## src/rtl/arm_pipe_pkg.sv

```systemverilog
// -----------------------------------------------------------------------------
// arm_pipe_pkg
// Shared types and constants for the ARM 5-stage pipeline control logic.
//   REG_ADDR_W       : register-file address width
//   MEM_TIMEOUT_DEF  : default number of WAIT cycles before the memory FSM
//                      declares a timeout
//   mem_state_t      : memory-wait FSM state encoding
// -----------------------------------------------------------------------------
package arm_pipe_pkg;

    localparam int REG_ADDR_W      = 4;
    localparam int MEM_TIMEOUT_DEF = 15;

    typedef enum logic [1:0] {
        IDLE = 2'd0,
        WAIT = 2'd1,
        ERR  = 2'd2
    } mem_state_t;

endpackage

```

## src/rtl/pipeline_hazard_ctrl_if.sv

```systemverilog
// -----------------------------------------------------------------------------
// pipeline_hazard_ctrl_if
// Bundle between the datapath and the pipeline hazard controller.
//   master : datapath side (drives stage info, receives freeze/flush)
//   slave  : controller side
// Stage info   : id_valid, id_src_1, id_src_2, id_two_src, exe_wb_en,
//                exe_mem_r_en, exe_dest, mem_wb_en, mem_dest, exe_b_taken,
//                mem_req, mem_ready
// Control out  : pc_freeze, if_freeze, if_flush, id_flush, pipe_freeze,
//                mem_start, mem_timeout, stall_count
// -----------------------------------------------------------------------------
interface pipeline_hazard_ctrl_if
    import arm_pipe_pkg::*;
#(
    parameter int STALL_CNT_W = 16
);
    logic                   id_valid;
    logic [REG_ADDR_W-1:0]  id_src_1;
    logic [REG_ADDR_W-1:0]  id_src_2;
    logic                   id_two_src;
    logic                   exe_wb_en;
    logic                   exe_mem_r_en;
    logic [REG_ADDR_W-1:0]  exe_dest;
    logic                   mem_wb_en;
    logic [REG_ADDR_W-1:0]  mem_dest;
    logic                   exe_b_taken;
    logic                   mem_req;
    logic                   mem_ready;

    logic                   pc_freeze;
    logic                   if_freeze;
    logic                   if_flush;
    logic                   id_flush;
    logic                   pipe_freeze;
    logic                   mem_start;
    logic                   mem_timeout;
    logic [STALL_CNT_W-1:0] stall_count;

    modport master (
        output id_valid, id_src_1, id_src_2, id_two_src,
               exe_wb_en, exe_mem_r_en, exe_dest,
               mem_wb_en, mem_dest, exe_b_taken, mem_req, mem_ready,
        input  pc_freeze, if_freeze, if_flush, id_flush,
               pipe_freeze, mem_start, mem_timeout, stall_count
    );

    modport slave (
        input  id_valid, id_src_1, id_src_2, id_two_src,
               exe_wb_en, exe_mem_r_en, exe_dest,
               mem_wb_en, mem_dest, exe_b_taken, mem_req, mem_ready,
        output pc_freeze, if_freeze, if_flush, id_flush,
               pipe_freeze, mem_start, mem_timeout, stall_count
    );

endinterface

```

## src/rtl/hazard_detect.sv

```systemverilog
// -----------------------------------------------------------------------------
// hazard_detect
// Combinational read-after-write hazard detection for the ID stage.
//   FWD_EN=1 : forwarding covers everything except a load in EXE, so only
//              an EXE load-use dependency stalls.
//   FWD_EN=0 : any pending write in EXE or MEM to a register read in ID stalls.
// Ports:
//   i_id_valid, i_id_src_1, i_id_src_2, i_id_two_src : ID-stage operands
//   i_exe_wb_en, i_exe_mem_r_en, i_exe_dest          : EXE-stage writer
//   i_mem_wb_en, i_mem_dest                          : MEM-stage writer
//   o_hz                                             : stall request
// -----------------------------------------------------------------------------
module hazard_detect
    import arm_pipe_pkg::*;
#(
    parameter bit FWD_EN = 1'b1
) (
    input  logic                  i_id_valid,
    input  logic [REG_ADDR_W-1:0] i_id_src_1,
    input  logic [REG_ADDR_W-1:0] i_id_src_2,
    input  logic                  i_id_two_src,
    input  logic                  i_exe_wb_en,
    input  logic                  i_exe_mem_r_en,
    input  logic [REG_ADDR_W-1:0] i_exe_dest,
    input  logic                  i_mem_wb_en,
    input  logic [REG_ADDR_W-1:0] i_mem_dest,
    output logic                  o_hz
);

    logic w_exe_match, w_mem_match;
    logic w_exe_hit, w_mem_hit;

    // src_2 only counts when the instruction actually reads it
    assign w_exe_match = (i_id_src_1 == i_exe_dest) |
                         (i_id_two_src & (i_id_src_2 == i_exe_dest));
    assign w_mem_match = (i_id_src_1 == i_mem_dest) |
                         (i_id_two_src & (i_id_src_2 == i_mem_dest));

    assign w_exe_hit = i_exe_wb_en & w_exe_match;
    assign w_mem_hit = i_mem_wb_en & w_mem_match;

    assign o_hz = i_id_valid & (FWD_EN ? (w_exe_hit & i_exe_mem_r_en)
                                       : (w_exe_hit | w_mem_hit));

endmodule

```

## src/rtl/pipeline_hazard_ctrl.sv

```systemverilog
// -----------------------------------------------------------------------------
// pipeline_hazard_ctrl
// Sequencing controller for the IF/ID/EXE/MEM stage registers.
//   - PC/IF freeze and ID bubble on data hazards
//   - IF/ID flush on a taken branch resolved in EXE
//   - global pipeline freeze while an SRAM access is outstanding, with a
//     timeout that parks the FSM in a sticky error state until reset
//   - saturating count of cycles spent with the PC frozen
// Priority: memory freeze > branch flush > hazard stall.
// Ports:
//   clk   : pipeline clock
//   rst   : synchronous active-low reset; all outputs held at 0 while low
//   bus   : pipeline_hazard_ctrl_if.slave (stage info in, control out)
// -----------------------------------------------------------------------------
module pipeline_hazard_ctrl
    import arm_pipe_pkg::*;
#(
    parameter bit FWD_EN      = 1'b1,
    parameter int MEM_TIMEOUT = MEM_TIMEOUT_DEF,
    parameter int STALL_CNT_W = 16
) (
    input  logic                    clk,
    input  logic                    rst,
    pipeline_hazard_ctrl_if.slave   bus
);

    localparam int               CNT_W       = $clog2(MEM_TIMEOUT + 1);
    localparam logic [CNT_W-1:0] TIMEOUT_VAL = CNT_W'(MEM_TIMEOUT);

    mem_state_t             r_state, w_state_nxt;
    logic [CNT_W-1:0]       r_wait_cnt, w_wait_cnt_nxt;
    logic [STALL_CNT_W-1:0] r_stall_cnt;

    logic w_hz;
    logic w_freeze_raw, w_start_raw, w_timeout_raw;
    logic w_pc_freeze;

    hazard_detect #(
        .FWD_EN (FWD_EN)
    ) u_hazard_detect (
        .i_id_valid     (bus.id_valid),
        .i_id_src_1     (bus.id_src_1),
        .i_id_src_2     (bus.id_src_2),
        .i_id_two_src   (bus.id_two_src),
        .i_exe_wb_en    (bus.exe_wb_en),
        .i_exe_mem_r_en (bus.exe_mem_r_en),
        .i_exe_dest     (bus.exe_dest),
        .i_mem_wb_en    (bus.mem_wb_en),
        .i_mem_dest     (bus.mem_dest),
        .o_hz           (w_hz)
    );

    // ---------------- memory-wait FSM: state register ----------------
    always_ff @(posedge clk) begin
        if (!rst) begin
            r_state    <= IDLE;
            r_wait_cnt <= '0;
        end else begin
            r_state    <= w_state_nxt;
            r_wait_cnt <= w_wait_cnt_nxt;
        end
    end

    // ---------------- memory-wait FSM: next state ----------------
    // wait_cnt counts WAIT cycles already spent, starting at 1 on entry.
    // A ready on the final allowed cycle still completes the access.
    always_comb begin
        w_state_nxt    = r_state;
        w_wait_cnt_nxt = r_wait_cnt;
        case (r_state)
            IDLE: begin
                // a stray mem_ready here is ignored, which also guarantees
                // a load/store spends at least two cycles in MEM
                if (bus.mem_req) begin
                    w_state_nxt    = WAIT;
                    w_wait_cnt_nxt = CNT_W'(1);
                end
            end
            WAIT: begin
                if (bus.mem_ready) begin
                    w_state_nxt    = IDLE;
                    w_wait_cnt_nxt = '0;
                end else if (r_wait_cnt == TIMEOUT_VAL) begin
                    w_state_nxt = ERR;
                end else begin
                    w_wait_cnt_nxt = r_wait_cnt + CNT_W'(1);
                end
            end
            ERR:     w_state_nxt = ERR;
            default: w_state_nxt = IDLE;
        endcase
    end

    // ---------------- memory-wait FSM: outputs ----------------
    always_comb begin
        w_freeze_raw  = 1'b0;
        w_start_raw   = 1'b0;
        w_timeout_raw = 1'b0;
        case (r_state)
            IDLE: begin
                w_freeze_raw = bus.mem_req;
                w_start_raw  = bus.mem_req;
            end
            WAIT: w_freeze_raw = ~bus.mem_ready;   // release on the ready edge
            ERR: begin
                w_freeze_raw  = 1'b1;
                w_timeout_raw = 1'b1;
            end
            default: ;
        endcase
    end

    // A taken branch squashes the dependent instruction, so the hazard no
    // longer needs the PC held. During a freeze the EXE reg keeps the branch,
    // so its flush simply lands on the release cycle.
    assign w_pc_freeze = rst & (w_freeze_raw | (w_hz & ~bus.exe_b_taken));

    assign bus.pc_freeze   = w_pc_freeze;
    assign bus.if_freeze   = w_pc_freeze;
    assign bus.if_flush    = rst & ~w_freeze_raw & bus.exe_b_taken;
    assign bus.id_flush    = rst & ~w_freeze_raw & (bus.exe_b_taken | w_hz);
    assign bus.pipe_freeze = rst & w_freeze_raw;
    assign bus.mem_start   = rst & w_start_raw;
    assign bus.mem_timeout = rst & w_timeout_raw;
    assign bus.stall_count = rst ? r_stall_cnt : '0;

    // ---------------- saturating stall counter ----------------
    always_ff @(posedge clk) begin
        if (!rst) begin
            r_stall_cnt <= '0;
        end else if (w_pc_freeze && (r_stall_cnt != '1)) begin
            r_stall_cnt <= r_stall_cnt + STALL_CNT_W'(1);
        end
    end

endmodule

```

## src/flat_wrapper.sv

```systemverilog
// flat-port wrapper written by rule: the top's interface ports become plain ports
module pipeline_hazard_ctrl_flat import arm_pipe_pkg::*;
#(
    parameter bit FWD_EN      = 1'b1,
    parameter int MEM_TIMEOUT = MEM_TIMEOUT_DEF,
    parameter int STALL_CNT_W = 16
)
  (clk, rst, bus_id_valid, bus_id_src_1, bus_id_src_2, bus_id_two_src, bus_exe_wb_en, bus_exe_mem_r_en, bus_exe_dest, bus_mem_wb_en, bus_mem_dest, bus_exe_b_taken, bus_mem_req, bus_mem_ready, bus_pc_freeze, bus_if_freeze, bus_if_flush, bus_id_flush, bus_pipe_freeze, bus_mem_start, bus_mem_timeout, bus_stall_count);
  pipeline_hazard_ctrl_if #(.STALL_CNT_W(STALL_CNT_W)) bus_i ();
  input  logic clk;
  input  logic rst;
  input wire logic [$bits(bus_i.id_valid)-1:0] bus_id_valid;
  input wire logic [$bits(bus_i.id_src_1)-1:0] bus_id_src_1;
  input wire logic [$bits(bus_i.id_src_2)-1:0] bus_id_src_2;
  input wire logic [$bits(bus_i.id_two_src)-1:0] bus_id_two_src;
  input wire logic [$bits(bus_i.exe_wb_en)-1:0] bus_exe_wb_en;
  input wire logic [$bits(bus_i.exe_mem_r_en)-1:0] bus_exe_mem_r_en;
  input wire logic [$bits(bus_i.exe_dest)-1:0] bus_exe_dest;
  input wire logic [$bits(bus_i.mem_wb_en)-1:0] bus_mem_wb_en;
  input wire logic [$bits(bus_i.mem_dest)-1:0] bus_mem_dest;
  input wire logic [$bits(bus_i.exe_b_taken)-1:0] bus_exe_b_taken;
  input wire logic [$bits(bus_i.mem_req)-1:0] bus_mem_req;
  input wire logic [$bits(bus_i.mem_ready)-1:0] bus_mem_ready;
  output wire logic [$bits(bus_i.pc_freeze)-1:0] bus_pc_freeze;
  output wire logic [$bits(bus_i.if_freeze)-1:0] bus_if_freeze;
  output wire logic [$bits(bus_i.if_flush)-1:0] bus_if_flush;
  output wire logic [$bits(bus_i.id_flush)-1:0] bus_id_flush;
  output wire logic [$bits(bus_i.pipe_freeze)-1:0] bus_pipe_freeze;
  output wire logic [$bits(bus_i.mem_start)-1:0] bus_mem_start;
  output wire logic [$bits(bus_i.mem_timeout)-1:0] bus_mem_timeout;
  output wire logic [$bits(bus_i.stall_count)-1:0] bus_stall_count;
  assign bus_i.id_valid = bus_id_valid;
  assign bus_i.id_src_1 = bus_id_src_1;
  assign bus_i.id_src_2 = bus_id_src_2;
  assign bus_i.id_two_src = bus_id_two_src;
  assign bus_i.exe_wb_en = bus_exe_wb_en;
  assign bus_i.exe_mem_r_en = bus_exe_mem_r_en;
  assign bus_i.exe_dest = bus_exe_dest;
  assign bus_i.mem_wb_en = bus_mem_wb_en;
  assign bus_i.mem_dest = bus_mem_dest;
  assign bus_i.exe_b_taken = bus_exe_b_taken;
  assign bus_i.mem_req = bus_mem_req;
  assign bus_i.mem_ready = bus_mem_ready;
  assign bus_pc_freeze = bus_i.pc_freeze;
  assign bus_if_freeze = bus_i.if_freeze;
  assign bus_if_flush = bus_i.if_flush;
  assign bus_id_flush = bus_i.id_flush;
  assign bus_pipe_freeze = bus_i.pipe_freeze;
  assign bus_mem_start = bus_i.mem_start;
  assign bus_mem_timeout = bus_i.mem_timeout;
  assign bus_stall_count = bus_i.stall_count;
  pipeline_hazard_ctrl #(.FWD_EN(FWD_EN), .MEM_TIMEOUT(MEM_TIMEOUT), .STALL_CNT_W(STALL_CNT_W)) u_core (.clk(clk), .rst(rst), .bus(bus_i));
endmodule
```

## config.mk

```make
export PLATFORM = sky130hd
export DESIGN_NAME = pipeline_hazard_ctrl_flat
export DESIGN_NICKNAME = d
export VERILOG_FILES = /design/src/rtl/arm_pipe_pkg.sv /design/src/rtl/pipeline_hazard_ctrl_if.sv /design/src/rtl/hazard_detect.sv /design/src/rtl/pipeline_hazard_ctrl.sv /design/src/flat_wrapper.sv
export SDC_FILE = /design/constraint.sdc
export NUM_CORES = 1
export LEC_CHECK = 0
export BUFFER_PORTS_ARGS = -buffer_cell sky130_fd_sc_hd__buf_2
export CORE_ASPECT_RATIO = 1.1
export CORE_MARGIN = 3
export CORE_UTILIZATION = 50
export DETAILED_ROUTE_END_ITERATION = 8
export PLACE_DENSITY = 0.83
export SYNTH_ARGS = -nofsm -noshare
export SYNTH_HDL_FRONTEND = slang
export SYNTH_SLANG_ARGS = --single-unit
```

## constraint.sdc

```tcl
create_clock -name clk -period 2.4 [get_ports clk]
set_clock_uncertainty 0.05 [all_clocks]
set_input_delay 0 -clock clk [delete_from_list [all_inputs] [get_ports clk]]
set_output_delay 0 -clock clk [all_outputs]
set_load 0.05 [all_outputs]
```

After elaboration in Yosys (flattened, before gate mapping)
Cells that the tools add are included.
{"block": "classes", "addsub": 2, "n_eq_ne": 9, "n_mux": 12, "n_bitwise": 18, "reduce_logical": 5}
{"operator": "16-bit by 1-bit adder with 16-bit output (second input constant)", "count": 1}
{"operator": "16-bit two-way mux", "count": 1}
{"operator": "16-bit != test (second input constant)", "count": 1}
{"operator": "1-bit bitwise AND", "count": 12}
{"operator": "4-bit two-way mux", "count": 3}
{"operator": "4-bit equality test", "count": 2}
{"operator": "4-bit case mux with 2 select lines", "count": 1}
{"operator": "2-bit two-way mux", "count": 3}
{"operator": "2-bit case mux with 3 select lines", "count": 1}
{"operator": "4-bit by 1-bit adder with 4-bit output (second input constant)", "count": 1}
{"operator": "4-bit equality test (second input constant)", "count": 1}
{"operator": "3-bit by 2-bit != test with 1-bit output (second input constant)", "count": 1}
{"operator": "3-bit != test (second input constant)", "count": 1}
{"operator": "1-bit NOT", "count": 3}
{"operator": "1-bit bitwise OR", "count": 3}
{"operator": "1-bit case mux with 3 select lines", "count": 1}
{"operator": "3-bit AND reduction", "count": 1}
{"operator": "2-bit by 1-bit equality test with 1-bit output (second input constant)", "count": 1}
{"operator": "2-bit equality test (second input constant)", "count": 1}
{"operator": "2-bit zero test", "count": 1}
{"operator": "1-bit two-way mux", "count": 2}
{"operator": "2-bit != test (second input constant)", "count": 1}
{"operator": "2-bit AND reduction", "count": 1}
{"operator": "2-bit nonzero test", "count": 1}
{"operator": "1-bit logical AND", "count": 1}
{"block": "totals", "regBits": 22, "out_inout_bits": 23}

Longest topological paths before layout
Gate-level depths: netlist (run 1).
{"block": "depth", "word_depth": 10, "ltp_mapped": 7, "ltp_nobuf": 7}

Modules after synthesis
Synthesis (run 1) repeated with hierarchy kept, for this count alone.
{"block": "hier_totals", "hier_cells": 174, "area_unflattened_um2": 1426.4}
{"module": "pipeline_hazard_ctrl", "instances": 1, "cells_each": 161, "area_each_um2": 1325.0}
{"module": "hazard_detect", "instances": 1, "cells_each": 13, "area_each_um2": 101.3}

Worst setup path after synthesis (run 1)
Ideal clock, no wire load.
{"block": "synth_path", "kind": "reg2out", "startpoint": "register u_core.r_state[1]", "endpoint": "output bus_pc_freeze", "arrival_ns": 2.057, "required_ns": 2.350, "slack_ns": 0.293, "path_stages_with_launch": 8, "path_buffers": 3, "cell_sequence": "dfxtp_1 > clkbuf_1 > o21ai_0 > o31ai_1 > o31a_4 > buf_2 > nor2_1 > buf_4"}
{"block": "synth_between", "elab_chain_len": 4}
{"element": "start, declared", "line_no": "pipeline_hazard_ctrl.sv:30", "source": "mem_state_t r_state, w_state_nxt;"}
{"element": "start signal, assigned", "line_no": "pipeline_hazard_ctrl.sv:59", "source": "r_state <= w_state_nxt;"}
{"element": "2-bit equality test (tied with other cells)", "line_no": "pipeline_hazard_ctrl.sv:99", "source": "case (r_state)"}
{"element": "1-bit case mux with 3 select lines *", "line_no": "pipeline_hazard_ctrl.sv:99"}
{"element": "1-bit bitwise OR *", "line_no": "pipeline_hazard_ctrl.sv:116", "source": "assign w_pc_freeze = rst & (w_freeze_raw | (w_hz & ~bus.exe_b_taken));"}
{"element": "1-bit bitwise AND *", "line_no": "pipeline_hazard_ctrl.sv:116"}
{"element": "end, declared", "line_no": "flat_wrapper.sv:24", "source": "output wire logic [$bits(bus_i.pc_freeze)-1:0] bus_pc_freeze;"}
Every way passes the cells marked *; elsewhere a longest branch is shown, timed or not.

Worst setup path in the final report (run 1)
{"block": "layout_path", "startpoint": "register u_core.r_stall_cnt[0]", "endpoint": "register u_core.r_stall_cnt[3]"}
{"block": "layout_between", "elab_chain_len": 2}
{"element": "start, declared", "line_no": "pipeline_hazard_ctrl.sv:32", "source": "logic [STALL_CNT_W-1:0] r_stall_cnt;"}
{"element": "start signal, assigned", "line_no": "pipeline_hazard_ctrl.sv:132", "source": "r_stall_cnt <= r_stall_cnt + STALL_CNT_W'(1);"}
{"element": "branches (longest 2 deep; another with 16-bit by 1-bit adder with 16-bit output)"}
Parallel ways; which one is timed is not known.
A chain may end at the register's enable or synchronous reset.

==> results.py, run 1 <==
metrics = {
    "outcome": {
        "status": "finished clean",
    },
    "placed_design": {
        "gp_congestion": 0.760,
        "hpwl_um": 2500,
        "place.port_buffers": 43,
    },
    "cts": {
        "cts_made_buffers": 3,
        "postCtsSetupRepairBufs": 0,
        "clk_latency_ns": 0.30,
        "cts_tree": "built",
        "cts.sinks": 22,
        "cts-resized-gates": 0,
        "path_clk_slew_ns": 0.12,
        "htreeDepth": 1,
        "cts_root_buffer": "clkbuf_4",
        "cts_buffer_depth": 2,
        "cts_hold_buffers": 0,
    },
    "critical_path": {
        "start_kind": "flop",
        "crit_type": "reg -> reg",
        "crit_path_end_kind": "flop",
        "cp_data_arrival_time_ns": 2.29,
        "critPathSlowestCell": "or4_4",
        "path_cells": "ha_1, nand2_1, or4_4, nand2b_2, nor2_1, mux2_4",
        "cp_num_buf_inv": 0,
        "path_delay_family": "simple AND/OR/NAND/NOR gates",
        "max_stage_delay_ns": 0.61,
        "reg2reg_slack_ns": 0.27,
        "cp_max_fo": 6,
        "crit_required_ns": 2.56,
    },
    "sta": {
        "period_share_pct": 88.9,
        "fin_worst_hold_slack_ns": 0.0487,
        "fmax_ghz": 0.469,
        "fin_crit_ns": 2.13,
        "setup_tns_ns": 0,
        "slew_headroom_pct": 60.2,
        "tightest_slew_ns": 0.591,
        "drv_slew": 0,
        "rsz0062_at_grt": "false",
        "setup_viol": 0,
        "hold_viol_final": 0,
    },
    "logic_synthesis": {
        "postSynthCellCount": 164,
        "yosysTopAreaCellShare_pct": 30.0,
        "synth_seq_cells": 22,
        "syn_area_mm2": 0.00147,
        "synth.distinct_cells": 49,
        "syn_avg_cell_area_um2": 8.94,
        "synth_fp_nets": 192,
        "ys_top_cells_by_area": "dfxtp_1 (30%), and2_1 (6.4%), xor2_1 (5.4%)",
        "synth_area_leader_cell": "dfxtp_1",
        "async_flop_share_pct": 0,
        "yosys.cell_count.top_type": "dfxtp_1",
        "synth_edf_count": 0,
        "synth_ff_type": "dfxtp_1",
        "yosysWarnings": 0,
        "ys_seq_area_share_pct": 30.0,
        "synth_common_cells": "dfxtp_1 (22), nor2_1 (19), and2_1 (15)",
    },
    "layout": {
        "nFillCells": 227,
        "antenna_cells": 0,
        "layout-drive-gt1-share_pct": 32.4,
        "area_growth_pct": 17.6,
        "fin_nets": 233,
        "utilization_pct": 65.3,
    },
    "floorplanning": {
        "initial_utilization_pct": 55.6,
        "die_height_um": 62.8,
        "boundaryPins": 49,
        "rows": 19,
        "fp.coreArea_mm2": 0.00264,
        "die_area_mm2": 0.00362,
        "die_x_um": 57.6,
    },
    "hold_path": {
        "hold_path_class": "in -> reg",
    },
    "drt": {
        "drc": 0,
        "wirelength_um": 3230,
        "num_vias": 1321,
        "detail_route.wl_per_cell_um": 13.8,
        "ant_nets": 0,
        "drtIter0Drc": 22,
        "detail_route.vias_per_cell": 5.62,
        "drtPass1Iterations": 4,
    },
    "flow_run": {
        "drv_cap": 0,
    },
    "pwr": {
        "total_power_uw": 735,
        "power.density_mw_per_mm2": 427,
        "peakVddDrop_mv": 0.494,
        "power_leakage_nw": 0.777,
    },
    "global_routing": {
        "antenna_found_initial": 0,
        "grt_overflow": 0,
        "grt_use_total_pct": 19.0,
        "grt_pass1_vias": 1290,
        "grt_max_degree": 26,
        "grt_pass1_wl_um": 5650,
    },
}
==> flip-flops by register name (all words and copies together), names as in the netlist <==
signal / flops
u_core.r_wait_cnt: 4
u_core.r_state: 2
u_core.r_stall_cnt: 16
==> power by group <==
part | switching, mW | internal, mW
Sequential | 0.00978 | 0.374
Clock | 0.108 | 0.0926
Combinational | 0.0978 | 0.0529
Total | 0.216 | 0.520
==> path summary, 6_finish.rpt <==
check,start,endpoint,cells past startpoint
max,u_core.r_stall_cnt[0],u_core.r_stall_cnt[3],6
min,rst,u_core.r_state[1],2
max reg2reg,u_core.r_stall_cnt[0],u_core.r_stall_cnt[3],6
min reg2reg,u_core.r_stall_cnt[6],u_core.r_stall_cnt[6],1
==> logic make-up (layout without fill, tap and decap cells) <==
kind of cell | after synthesis | in the layout | share of synthesized area (%)
flip-flops | 22 | 22 | 30.0
AND/OR/NAND/NOR | 84 | 84 | 37.3
buffers and inverters | 11 | 51 | 3.67
multiplexers | 10 | 10 | 8.70
AO/OA/AOI/OAI | 25 | 25 | 12.6
adder cells (fa/ha/maj) | 2 | 2 | 1.71
XOR/XNOR | 10 | 10 | 5.97
==> cell usage in the layout, fill, tap and decap left out, types with 2 or more instances in the layout <==
cell,count
a21oi_1,6
and2_1,15
buf_2,43
clkbuf_4,3
dfxtp_1,22
ha_1,2
inv_1,3
mux2_1,2
mux2_4,5
mux2i_1,3
nand2_1,10
nand3_1,5
nand4_1,4
nor2_1,19
nor2b_1,4
nor3_1,3
nor3b_1,3
nor4_1,2
nor4_2,2
nor4b_4,2
o211a_1,2
o21a_1,2
o21ai_0,6
or3_1,4
xor2_1,9
==> layout make-up <==
class,count,area [µm²],share of cell area [%]
multi-input combinational,131,978,56.7
sequential,22,440,25.5
timing repair buffer,43,215,12.5
tap,31,38.8,2.25
clock buffer,4,36.3,2.10
inverter,4,15.0,0.871
==> metal layers <==
| metal | global-route usage (%) | share of wire, % | vias up |
|---|---|---|---|
| li1 | - | - | 667 |
| met1 | 21.1 | 40 | 635 |
| met2 | 35.7 | 57 | 17 |
| met3 | 4.96 | 3.2 | 2 |
| met4 | 3.19 | 0.37 | 0 |
| met5 | 0 | 0 | - |
==> per-stage QoR <==
step,setup slack (ns),instance area (µm²),instances
after CTS,0.253,1720,235
final,0.267,1720,235
after detailed placement,0.289,1680,231
after global routing,0.124,1720,235
after floorplan,0.293,1470,164
after global placement,0.353,1680,231
==> worst reg2reg max path, cell delays in order, from the launching register on <==
cell      delay (ns)
dfxtp_1         0.39
ha_1            0.24
nand2_1         0.24
or4_4           0.61
nand2b_2        0.14
nor2_1          0.06
mux2_4          0.31
Power figures use the tool's default switching activity.
==> inputs of run 2 (changes only) <==
--- a/config.mk
+++ b/config.mk
@@ -10,7 +10,7 @@
 export CORE_MARGIN = 3
 export CORE_UTILIZATION = 50
 export DETAILED_ROUTE_END_ITERATION = 8
-export PLACE_DENSITY = 0.83
+export PLACE_DENSITY_LB_ADDON = 0.25
 export SYNTH_ARGS = -nofsm -noshare
 export SYNTH_HDL_FRONTEND = slang
 export SYNTH_SLANG_ARGS = --single-unit
==> run 2 against run 1 <==
Against the previous run:
- global-route usage is 1.5 points lower
- via count is 0.83% higher
- cell area is 1.0% higher
- power is 12% higher
- maximum frequency is 3.8% lower
- combinational power hardly changed
- first-iteration DRC count is 100% higher
- worst hold slack worse by 0.0083 ns
- worst setup slack worse by 0.084 ns
- sequential power hardly changed
- die area stayed put
- critical path type unchanged
- largest power group unchanged
- highest routed layer unchanged
==> results.py, run 2 (synthesis results as in run 1) <==
metrics = {
    "floorplanning": {
        "boundaryPins": 49,
        "initial_utilization_pct": 55.6,
        "die_area_mm2": 0.00362,
        "rows": 19,
        "die_height_um": 62.8,
        "fp.coreArea_mm2": 0.00264,
        "die_x_um": 57.6,
    },
    "cts": {
        "cts-resized-gates": 0,
        "path_clk_slew_ns": 0.13,
        "postCtsSetupRepairBufs": 0,
        "cts_buffer_depth": 2,
        "cts_made_buffers": 3,
        "clk_latency_ns": 0.31,
        "cts_hold_buffers": 0,
        "cts_tree": "built",
        "cts.sinks": 22,
        "htreeDepth": 1,
        "cts_root_buffer": "clkbuf_4",
    },
    "drt": {
        "ant_nets": 0,
        "drtPass1Iterations": 4,
        "drc": 0,
        "detail_route.wl_per_cell_um": 13.2,
        "detail_route.vias_per_cell": 5.64,
        "wirelength_um": 3110,
        "drtIter0Drc": 45,
        "num_vias": 1332,
    },
    "layout": {
        "utilization_pct": 66.0,
        "layout-drive-gt1-share_pct": 32.2,
        "fin_nets": 234,
        "final_area_mm2": 0.00174,
        "top_regs": "u_core.r_stall_cnt x16, u_core.r_wait_cnt x4, u_core.r_state x2",
        "regMostFlops": "u_core.r_stall_cnt",
        "mostFrequentLayoutCell": "buf_2",
        "largest_reg_flops": 16,
        "antenna_cells": 0,
        "layout_common_cells": "buf_2 (43), dfxtp_1 (22), nor2_1 (19), and2_1 (15), nand2_1 (10)",
        "fin_cells": 236,
        "area_growth_pct": 18.8,
    },
    "placed_design": {
        "placed_cell_area_mm2": 0.00169,
        "hpwl_um": 2310,
        "place.port_buffers": 43,
        "placed_cells": 232,
        "gp_congestion": 0.873,
    },
    "critical_path": {
        "crit_type": "reg -> reg",
        "crit_path_end_kind": "flop",
        "path_cells": "ha_1, nand2_1, nor2_1, nor4_1, nand4_1, or3_1, a21oi_1",
        "start_kind": "flop",
        "critPathSlowestCell": "nor4_1",
        "cp_data_arrival_time_ns": 2.40,
        "crit_required_ns": 2.58,
        "max_stage_delay_ns": 0.45,
        "cp_max_fo": 6,
    },
    "flow_run": {
        "drv_cap": 0,
    },
    "global_routing": {
        "grt_max_degree": 26,
        "grt_pass1_vias": 1284,
        "grt_overflow": 0,
        "grt_pass1_wl_um": 5320,
        "antenna_found_initial": 0,
        "grt_use_total_pct": 17.5,
    },
    "sta": {
        "rsz0062_at_grt": "false",
        "setup_viol": 0,
        "drv_slew": 0,
        "setup_tns_ns": 0,
        "slew_headroom_pct": 65.0,
        "period_share_pct": 92.4,
        "fin_crit_ns": 2.22,
        "tightest_slew_ns": 0.523,
        "hold_viol_final": 0,
        "fmax_ghz": 0.451,
    },
    "pwr": {
        "power.density_mw_per_mm2": 471,
        "total_power_uw": 820,
        "power_leakage_nw": 0.789,
        "peakVddDrop_mv": 0.371,
    },
    "outcome": {
        "status": "finished clean",
    },
    "hold_path": {
        "hold_path_class": "in -> reg",
    },
}
## run 2: cell count changes in the layout (fill, tap and decap cells not counted), sizes merged
cell / previous run / this run
clkbuf: 4 / 3
bufinv: 0 / 1
buf: 43 / 44
## run 2: stage by stage
stage          hold WS, ns  setup slack (ns)
2_1_floorplan        0.211             0.293
3_3_place_gp         0.369             0.336
3_5_place_dp         0.382             0.311
4_1_cts             0.0448             0.184
5_1_grt             0.0667            0.0507
6_report            0.0404             0.182
## run 2: report_power, final
| part | switching, mW | total, mW | internal (mW) |
|---|---|---|---|
| sequential | 0.00911 | 0.383 | 0.374 |
| combinational | 0.0987 | 0.154 | 0.0549 |
| clock | 0.114 | 0.283 | 0.169 |
## run 2: final cells by class
cell class	instances	area (µm²)
Inverter	4	15.0
Tap cell	31	38.8
Clock inverter	1	30.0
Fill cell	229	897
Timing Repair Buffer	44	223
Clock buffer	3	22.5
Multi-Input combinational cell	131	972
Sequential cell	22	440
## run 2: metal layers
metal,share of wire (%),GRT usage [%],routed length [µm]
met1,42,20.9,1300
met2,54,31.1,1670
met3,4.1,3.31,127
met4,0.45,5.22,14
met5,0,0,0
## run 2: final timing paths
path,end,cells after the start,slack (ns),startpoint
setup reg to reg,u_core.r_stall_cnt[15],7,0.18,u_core.r_stall_cnt[0]
setup / recovery,u_core.r_stall_cnt[15],7,0.18,u_core.r_stall_cnt[0]
hold / removal,u_core.r_stall_cnt[9],2,0.04,rst
hold reg to reg,u_core.r_stall_cnt[6],1,0.44,u_core.r_stall_cnt[6]
## run 2: critical path: cells and delay by family, from the launching register on
family / cells / cell delay [ns]
AO/OA/AOI/OAI: 1 / 0.14
AND/OR/NAND/NOR: 5 / 1.34
adder cells (fa/ha/maj): 1 / 0.25
flip-flops: 1 / 0.35
